File: src/rtl/alu_serial_rx.sv
`default_nettype none
// ============================================================================
//  Module      : alu_serial_rx
//  Description : Serial input deserializer for the mtm_Alu. Collects 11-bit
//                frames from sin, assembles {B, A, op}, checks framing,
//                packet count, CRC-4 and opcode, and reports either one
//                valid request or one error per transaction.
//                Optional macro ALU_RX_TIMEOUT_EN adds an idle timeout that
//                aborts a partially received transaction.
//  Revision    : 1.0 - initial release
// ============================================================================
module alu_serial_rx #(
    parameter int TIMEOUT_CYCLES = 64
) (
    input  logic        clk,
    input  logic        rst_n,
    input  logic        sin,
    output logic [31:0] b_o,
    output logic [31:0] a_o,
    output logic [2:0]  op_o,
    output logic        valid_o,
    output logic        err_o,
    output logic [2:0]  err_flags_o
);

    localparam logic [2:0] ERR_DATA     = 3'b100;
    localparam logic [2:0] ERR_CRC      = 3'b010;
    localparam logic [2:0] ERR_OP       = 3'b001;
    localparam logic [3:0] DATA_FRAMES  = 4'd8;
    localparam logic [3:0] DATA_CNT_MAX = 4'd9;

    typedef enum logic [1:0] {
        S_IDLE    = 2'd0,
        S_TYPE    = 2'd1,
        S_PAYLOAD = 2'd2,
        S_STOP    = 2'd3
    } state_t;

    state_t      state;
    state_t      state_nxt;
    logic        armed;
    logic        is_cmd;
    logic [2:0]  bit_cnt;
    logic [7:0]  payload;
    logic [63:0] data_sr;
    logic [3:0]  data_cnt;
    logic [3:0]  crc;
    logic        start_bit;
    logic        tmo_fire;
    logic [2:0]  cmd_op;
    logic [3:0]  cmd_crc;
    logic        op_known;
    logic [2:0]  cmd_flags;

    // One serial step of the x^4+x+1 CRC
    function automatic logic [3:0] crc_step(input logic [3:0] c, input logic d);
        logic fb;
        fb = c[3] ^ d;
        return {c[2], c[1], c[0] ^ fb, fb};
    endfunction

    // A start bit only counts once the line has been seen high after a frame error
    assign start_bit = (state == S_IDLE) && armed && !sin;

    assign cmd_op  = payload[6:4];
    assign cmd_crc = payload[3:0];

    // Frame state register
    always_ff @(posedge clk or negedge rst_n) begin
        if (!rst_n) begin
            state <= S_IDLE;
        end else begin
            state <= state_nxt;
        end
    end

    // Frame sequencing: start, type, 8 payload bits, stop
    always_comb begin
        state_nxt = state;
        case (state)
            S_IDLE:    if (start_bit) state_nxt = S_TYPE;
            S_TYPE:    state_nxt = S_PAYLOAD;
            S_PAYLOAD: if (bit_cnt == 3'd7) state_nxt = S_STOP;
            S_STOP:    state_nxt = S_IDLE;
            default:   state_nxt = S_IDLE;
        endcase
    end

    // Arming: a good stop arms immediately, a bad stop waits for the line to go high
    always_ff @(posedge clk or negedge rst_n) begin
        if (!rst_n) begin
            armed <= 1'b0;
        end else if (state == S_STOP) begin
            armed <= sin;
        end else if ((state == S_IDLE) && sin) begin
            armed <= 1'b1;
        end
    end

    // Per-frame capture: type bit, payload shifter, operand shift register
    always_ff @(posedge clk or negedge rst_n) begin
        if (!rst_n) begin
            is_cmd  <= 1'b0;
            bit_cnt <= 3'd0;
            payload <= 8'd0;
            data_sr <= 64'd0;
        end else begin
            case (state)
                S_TYPE: begin
                    is_cmd  <= sin;
                    bit_cnt <= 3'd0;
                end
                S_PAYLOAD: begin
                    payload <= {payload[6:0], sin};
                    bit_cnt <= bit_cnt + 3'd1;
                    if (!is_cmd) begin
                        data_sr <= {data_sr[62:0], sin};
                    end
                end
                default: ;
            endcase
        end
    end

    // Transaction state: data frame count and running CRC over {B, A, 1, op}
    always_ff @(posedge clk or negedge rst_n) begin
        if (!rst_n) begin
            data_cnt <= 4'd0;
            crc      <= 4'd0;
        end else if (tmo_fire) begin
            data_cnt <= 4'd0;
            crc      <= 4'd0;
        end else begin
            case (state)
                S_PAYLOAD: begin
                    if (!is_cmd) begin
                        crc <= crc_step(crc, sin);
                    end else if (bit_cnt == 3'd0) begin
                        // The always-zero cmd MSB slot stands in for the 1'b1 marker
                        crc <= crc_step(crc, 1'b1);
                    end else if (bit_cnt <= 3'd3) begin
                        crc <= crc_step(crc, sin);
                    end
                end
                S_STOP: begin
                    if (!sin || is_cmd) begin
                        data_cnt <= 4'd0;
                        crc      <= 4'd0;
                    end else if (data_cnt != DATA_CNT_MAX) begin
                        data_cnt <= data_cnt + 4'd1;
                    end
                end
                default: ;
            endcase
        end
    end

    // Cmd frame verdict, highest-priority error only
    always_comb begin
        op_known  = (cmd_op == 3'b000) || (cmd_op == 3'b001) ||
                    (cmd_op == 3'b100) || (cmd_op == 3'b101);
        cmd_flags = 3'b000;
        if (data_cnt != DATA_FRAMES) begin
            cmd_flags = ERR_DATA;
        end else if (crc != cmd_crc) begin
            cmd_flags = ERR_CRC;
        end else if (!op_known) begin
            cmd_flags = ERR_OP;
        end
    end

    // Result pulses and held request / error outputs
    always_ff @(posedge clk or negedge rst_n) begin
        if (!rst_n) begin
            valid_o     <= 1'b0;
            err_o       <= 1'b0;
            err_flags_o <= 3'b000;
            b_o         <= 32'd0;
            a_o         <= 32'd0;
            op_o        <= 3'b000;
        end else begin
            valid_o <= 1'b0;
            err_o   <= 1'b0;
            if (tmo_fire) begin
                err_o       <= 1'b1;
                err_flags_o <= ERR_DATA;
            end else if (state == S_STOP) begin
                if (!sin) begin
                    err_o       <= 1'b1;
                    err_flags_o <= ERR_DATA;
                end else if (is_cmd) begin
                    if (cmd_flags != 3'b000) begin
                        err_o       <= 1'b1;
                        err_flags_o <= cmd_flags;
                    end else begin
                        valid_o <= 1'b1;
                        b_o     <= data_sr[63:32];
                        a_o     <= data_sr[31:0];
                        op_o    <= cmd_op;
                    end
                end
            end
        end
    end

`ifdef ALU_RX_TIMEOUT_EN
    localparam int TMO_W = $clog2(TIMEOUT_CYCLES + 1);

    logic [TMO_W-1:0] tmo_cnt;
    logic             tmo_run;

    assign tmo_run  = (state == S_IDLE) && (data_cnt != 4'd0) && !start_bit;
    assign tmo_fire = tmo_run && (tmo_cnt == TMO_W'(TIMEOUT_CYCLES - 1));

    // Idle-gap counter inside a partially received transaction
    always_ff @(posedge clk or negedge rst_n) begin
        if (!rst_n) begin
            tmo_cnt <= '0;
        end else if (!tmo_run || tmo_fire) begin
            tmo_cnt <= '0;
        end else begin
            tmo_cnt <= tmo_cnt + TMO_W'(1);
        end
    end
`else
    assign tmo_fire = 1'b0;
`endif

endmodule
`default_nettype wire
File: config.mk
export PLATFORM = sky130hd
export DESIGN_NAME = alu_serial_rx
export DESIGN_NICKNAME = d
export VERILOG_FILES = /design/src/rtl/alu_serial_rx.sv
export SDC_FILE = /design/constraint.sdc
export NUM_CORES = 1
export LEC_CHECK = 0
export BUFFER_PORTS_ARGS = -buffer_cell sky130_fd_sc_hd__buf_2
export CORE_MARGIN = 5
export CORE_UTILIZATION = 45
export CTS_BUF_LIST = sky130_fd_sc_hd__clkbuf_4 sky130_fd_sc_hd__clkbuf_8
export CTS_CLUSTER_DIAMETER = 120
export DETAILED_ROUTE_END_ITERATION = 8
export GPL_ROUTABILITY_DRIVEN = 0
export GPL_TIMING_DRIVEN = 0
export PLACE_DENSITY_LB_ADDON = 0.12
export SLEW_MARGIN = 20
export SYNTH_ARGS = -nofsm -noshare
export SYNTH_HDL_FRONTEND = slang
export SYNTH_SLANG_ARGS = --single-unit
File: constraint.sdc
create_clock -name clk -period 6.3 [get_ports clk]
set_clock_uncertainty 0.1 [all_clocks]
set_input_delay 0.63 -clock clk [delete_from_list [all_inputs] [get_ports clk]]
set_output_delay 0.63 -clock clk [all_outputs]
set_load 0.01 [all_outputs]
# Yosys cells after proc, flatten, opt, wreduce, memory -nomap -nowiden
# Cells that the tools add are included.
[totals]
reg_bits = 158
in_bits = 3
output_inout_bits = 72
[op_classes]
add_sub_neg = 2
magnitude_cmp = 1
eq_ne = 16
mux = 27
bitwise_logic = 6
reduce_logical = 22
[op_table]
columns = ["operator", "n"]
rows = [
  ["two-way mux 4 bit", 6],
  ["two-way mux 3 bit", 4],
  ["!= test 4 bit (second input constant)", 3],
  ["two-way mux 1 bit", 11],
  ["equality test 3 bit (second input constant)", 3],
  ["one-hot mux 2 bit (4 select lines)", 1],
  ["one-hot mux 4 bit (2 select lines)", 1],
  ["nonzero test 2 bit", 4],
  ["logical NOT 3 bit", 2],
  ["two-way mux 2 bit", 3],
  ["!= test 2 x 1 -> 1 bit (second input constant)", 3],
  ["one-hot mux 3 bit (2 select lines)", 1],
  ["AND reduction 2 bit", 3],
  ["AND reduction 3 bit", 2],
  ["adder 4 x 1 -> 4 bit (second input constant)", 1],
  ["equality test 2 bit (second input constant)", 2],
  ["logical OR 1 bit", 4],
  ["!= test 2 bit (second input constant)", 2],
  ["!= test 4 bit", 1],
  ["AND reduction 4 bit", 1],
  ["adder 3 x 1 -> 3 bit (second input constant)", 1],
  ["equality test 3 x 1 -> 1 bit (second input constant)", 1],
  ["<= comparator 3 x 2 -> 1 bit (second input constant)", 1],
  ["logical AND 1 bit", 3],
  ["other kinds (6)", 10],
]

# Logic depth before layout (Yosys ltp)
[logic_depth]
ltp_word = 12
mapped_depth = 9
depth_no_buf = 6

# Worst setup path after synthesis
# OpenSTA, ideal clock, no wires.
[synth_timing]
path_kind = "input to register"
from = "in sin"
to = "reg a_o[18]"
setup_ns = 0.125
t_arrival_ns = 1.873
required_ns = 6.075
setup_slack_ns = 4.202
cell_stages = 7
cell_sequence = "and4b_1 and3_4 and3_4 buf_6 buf_8 buf_12 mux2_4"
[synth_via]
elab_chain_cells = 1
[synth_lines]
columns = ["item", "line_no", "source"]
rows = [
  ["start: declaration", "17", "input logic sin,"],
  ["AND reduction 4 bit (no source line)", "-", ""],
  ["end signal: assignment", "198", "a_o <= data_sr[31:0];"],
  ["end: declaration", "19", "output logic [31:0] a_o,"],
]
# Every way passes these cells.
# A chain may end at the register's enable or synchronous reset.

# Worst setup path after layout
[layout_timing]
from = "reg state[0]"
to = "reg data_sr[43]"
[layout_via]
elab_chain_cells = 2
[layout_lines]
columns = ["item", "line_no", "source"]
rows = [
  ["start: declaration", "39", "state_t state;"],
  ["start signal: assignment", "73", "state <= state_nxt;"],
  ["equality test 2 bit", "108", "case (state)"],
  ["AND reduction 2 bit (no source line)", "-", ""],
  ["end signal: assignment", "117", "data_sr <= {data_sr[62:0], sin};"],
  ["end: declaration", "45", "logic [63:0] data_sr;"],
]
# Every way passes these cells.

==> impl_metrics.ini <==
[sta]
slew_headroom = 0.6078
finalSetupViolCount = 0
setup_tns_ps = 0
setup_ws_ps = 3973
finalCritPeriodShare = 0.3693
fin_crit_ps = 2327
finalMaxSlewViolations = 0
fmax_mhz = 429.8
final_hold_viol_count = 0
rsz0062_at_grt = no
worst_pin_slew_ps = 588.4

[logic_synthesis]
synth_top_area_share = 0.6162
syn_inst = 409
synth_top_family_by_area = multiplexers
ys_warn_count = 0
synth_seq_cells = 158
synthXorXnorAreaFrac = 0.01092
synthAdderAreaFrac = 0.02145
synth_cell_types = 36
synth_edf_count = 0
ys_seq_area_frac = 0.6162
synthMuxAreaShare = 0.2590
synth_area_leaders = dfrtp_1, mux2_2, mux2_4
async_reset_ff_frac = 1.000
netlist.top_cell.by_area = dfrtp_1
syn-cell-area_sq_um = 6416
yosys.area_share.simple = 0.02633
synth_ff_type = dfrtp_1
syn_nets = 423
synth_compound_area_frac = 0.03218
post_synth.cell_area_avg_sq_um = 15.69

[placement]
dp_hpwl_mm = 7.411
dp_slack_ps = 3936
place_inst = 664
io_buffers = 74

[outcome]
outcome = completed

[clock_network]
ctsHoldBuffers = 1
cts_tree = built
cts_buffers = 17
clk_latency_ps = 440
htree_levels = 4
clock-sinks = 158
path_clk_slew_ps = 80
cts_resized = 0
root_buffer = clkbuf_8
post-cts-setup-buffer-count = 0
clockBufferDepth = 2

[global_route]
grtUsageTotal = 0.1398
antenna_found_initial = 0
grt-ovfl-total = 0
grt_max_degree = 104
grt_pass1_vias = 3709
grt_pass1_wl_mm = 18.17

[die]
core_area_sq_um = 13930
start_util = 0.4604
rows = 43
io_pins = 75
die_w_microns = 129.4
dieArea_sq_um = 16750
die_h_microns = 129.4

[critical_path]
worstSetupStartpoint = state[0]$_DFFE_PN0P_
endpoint_kind = register
rrSetupSlack_ps = 3970
reg2regPathDepth = 6
crit_path_max_incr_delay_ps = 470
path_depth = 6
path_delay_family = buffers and inverters
cp_data_arrival_time_ps = 2550
r2r_end = data_sr[43]$_DFFE_PN0P_
crit_fanout = 10
worst_path_max_delay_cell = clkbuf_1
critPathKind = register to register
critPathBufInv = 3
path_cells = inv_1, ha_1, nor2b_1, clkbuf_1, buf_2, mux2_2
start_kind = register
timing.rr.start = state[0]$_DFFE_PN0P_
crit_end = data_sr[43]$_DFFE_PN0P_
cp.required_ps = 6520

[power]
p_per_area_nw_per_um2 = 341.1
total_power_w = 0.002553
ir_worst_vdd_mv = 0.1581
leakagePower_nw = 3.882

[route]
drt_pass1_iterations = 4
wire_per_inst_microns = 15.35
routed_wl_mm = 10.70
first_iter_violations = 163
viasPerCell = 4.971
drtAntennaViolNets = 0
drc_errors = 0
dr_total_vias = 3465

[finish]
syn_to_final_growth_pct = 16.65
nFillCells = 1163
nets = 518
drive_gt1_frac = 0.5126
n_antenna_cell = 0
stdcell_count = 697
utilization = 0.5371

[min_path]
min_path_type = register to register

[run]
maxCapViolations = 0
per-stage QoR:
stage	instance area [sq um]	hold slack, ps
6_report	7485	372.8
3_3_place_gp	7012	372.1
3_5_place_dp	7049	362.3
5_1_grt	7485	399.7
4_1_cts	7485	379.4
2_1_floorplan	6416	234.4
layout make-up:
| class | instances | area [sq um] | area share |
|---|---|---|---|
| Buffer | 19 | 161.4 | 0.02156 |
| Clock buffer | 20 | 256.5 | 0.03427 |
| Clock inverter | 12 | 168.9 | 0.02257 |
| Inverter | 15 | 56.30 | 0.007523 |
| Multi-Input combinational cell | 217 | 2245 | 0.2999 |
| Sequential cell | 158 | 3954 | 0.5283 |
| Tap cell | 180 | 225.2 | 0.03009 |
| Timing Repair Buffer | 76 | 417.9 | 0.05583 |
cells in the mapped netlist (all sizes together), types with 2 or more instances:
library cell / count
a21oi: 2
dfrtp: 158
nand2: 9
nor2: 3
a31o: 4
and3: 2
nand3: 2
clkbuf: 3
a31oi: 2
nand4: 4
buf: 16
xnor2: 6
o2bb2ai: 5
xor2: 2
inv: 15
nand3b: 3
o21ai: 13
mux2: 137
nor2b: 2
ha: 11
layout by cell type (no fill, tap or decap), types with 2 or more instances in the layout:
cell | netlist | layout
buf_8 | 1 | 2
mux2_2 | 108 | 108
and3_4 | 2 | 2
nor2_1 | 3 | 3
clkbuf_4 | 0 | 3
a31oi_1 | 2 | 2
clkinvlp_4 | 0 | 2
buf_2 | 6 | 79
xor2_1 | 2 | 2
ha_1 | 11 | 11
a31o_2 | 4 | 4
nor2b_1 | 2 | 2
xnor2_1 | 6 | 6
inv_1 | 15 | 15
a21oi_1 | 2 | 2
nand3_1 | 2 | 2
buf_12 | 3 | 3
clkbuf_8 | 0 | 17
nand2_1 | 9 | 9
dfrtp_1 | 158 | 158
o21ai_0 | 13 | 13
bufinv_16 | 0 | 4
nand4_1 | 4 | 4
clkbuf_1 | 3 | 3
buf_4 | 4 | 4
nand3b_1 | 3 | 3
mux2_4 | 29 | 29
o2bb2ai_1 | 5 | 5
clkinv_2 | 0 | 5
kinds of logic after synthesis:
| kind of cell | after synthesis |
|---|---|
| and+or+nand+nor | 29 |
| muxes | 138 |
| adders and majority gates | 11 |
| xor gates and xnor gates | 8 |
| AOI/OAI and AO/OA | 31 |
| buffers and inverters | 34 |
| DFF | 158 |
how the worst min path moves through the flow:
stage                                 startpoint            endpoint  cells past startpoint
after detailed placement  payload[5]$_DFFE_PN0P_   valid_o$_DFF_PN0_                      1
after CTS                 payload[5]$_DFFE_PN0P_   valid_o$_DFF_PN0_                      1
after global routing      payload[5]$_DFFE_PN0P_   valid_o$_DFF_PN0_                      1
after floorplan                            rst_n  a_o[0]$_DFFE_PN0P_                      0
after global placement    payload[5]$_DFFE_PN0P_   valid_o$_DFF_PN0_                      1
final                     payload[5]$_DFFE_PN0P_   valid_o$_DFF_PN0_                      1
registers in the layout (all words and copies together), names as in the netlist:
register and flops:
data_cnt 4, op_o 3, payload 7, bit_cnt 3
state 2, valid_o 1, is_cmd 1, armed 1
crc 4, data_sr 64, err_flags_o 3, err_o 1
a_o 32, b_o 32
power breakdown:
part           switching, W  total, W  internal [W]
registers         0.0000837   0.00121       0.00113
logic              0.000284  0.000552      0.000268
clock network      0.000350  0.000791      0.000441
total              0.000717   0.00255       0.00184
worst reg2reg max path, stage by stage, from the launching register on:
cell and delay [ps]:
dfrtp_1 420, inv_1 100, ha_1 240, nor2b_1 150, clkbuf_1 470, buf_2 370, mux2_2 370
metal layers:
metal,global-route usage,vias up,wire length (microns)
met4,0.05930,0,211
met2,0.2189,65,5041
li1,-,1634,-
met3,0.04369,16,547
met5,0,-,0
met1,0.1810,1750,4899
(Power assumes the default switching activity.)
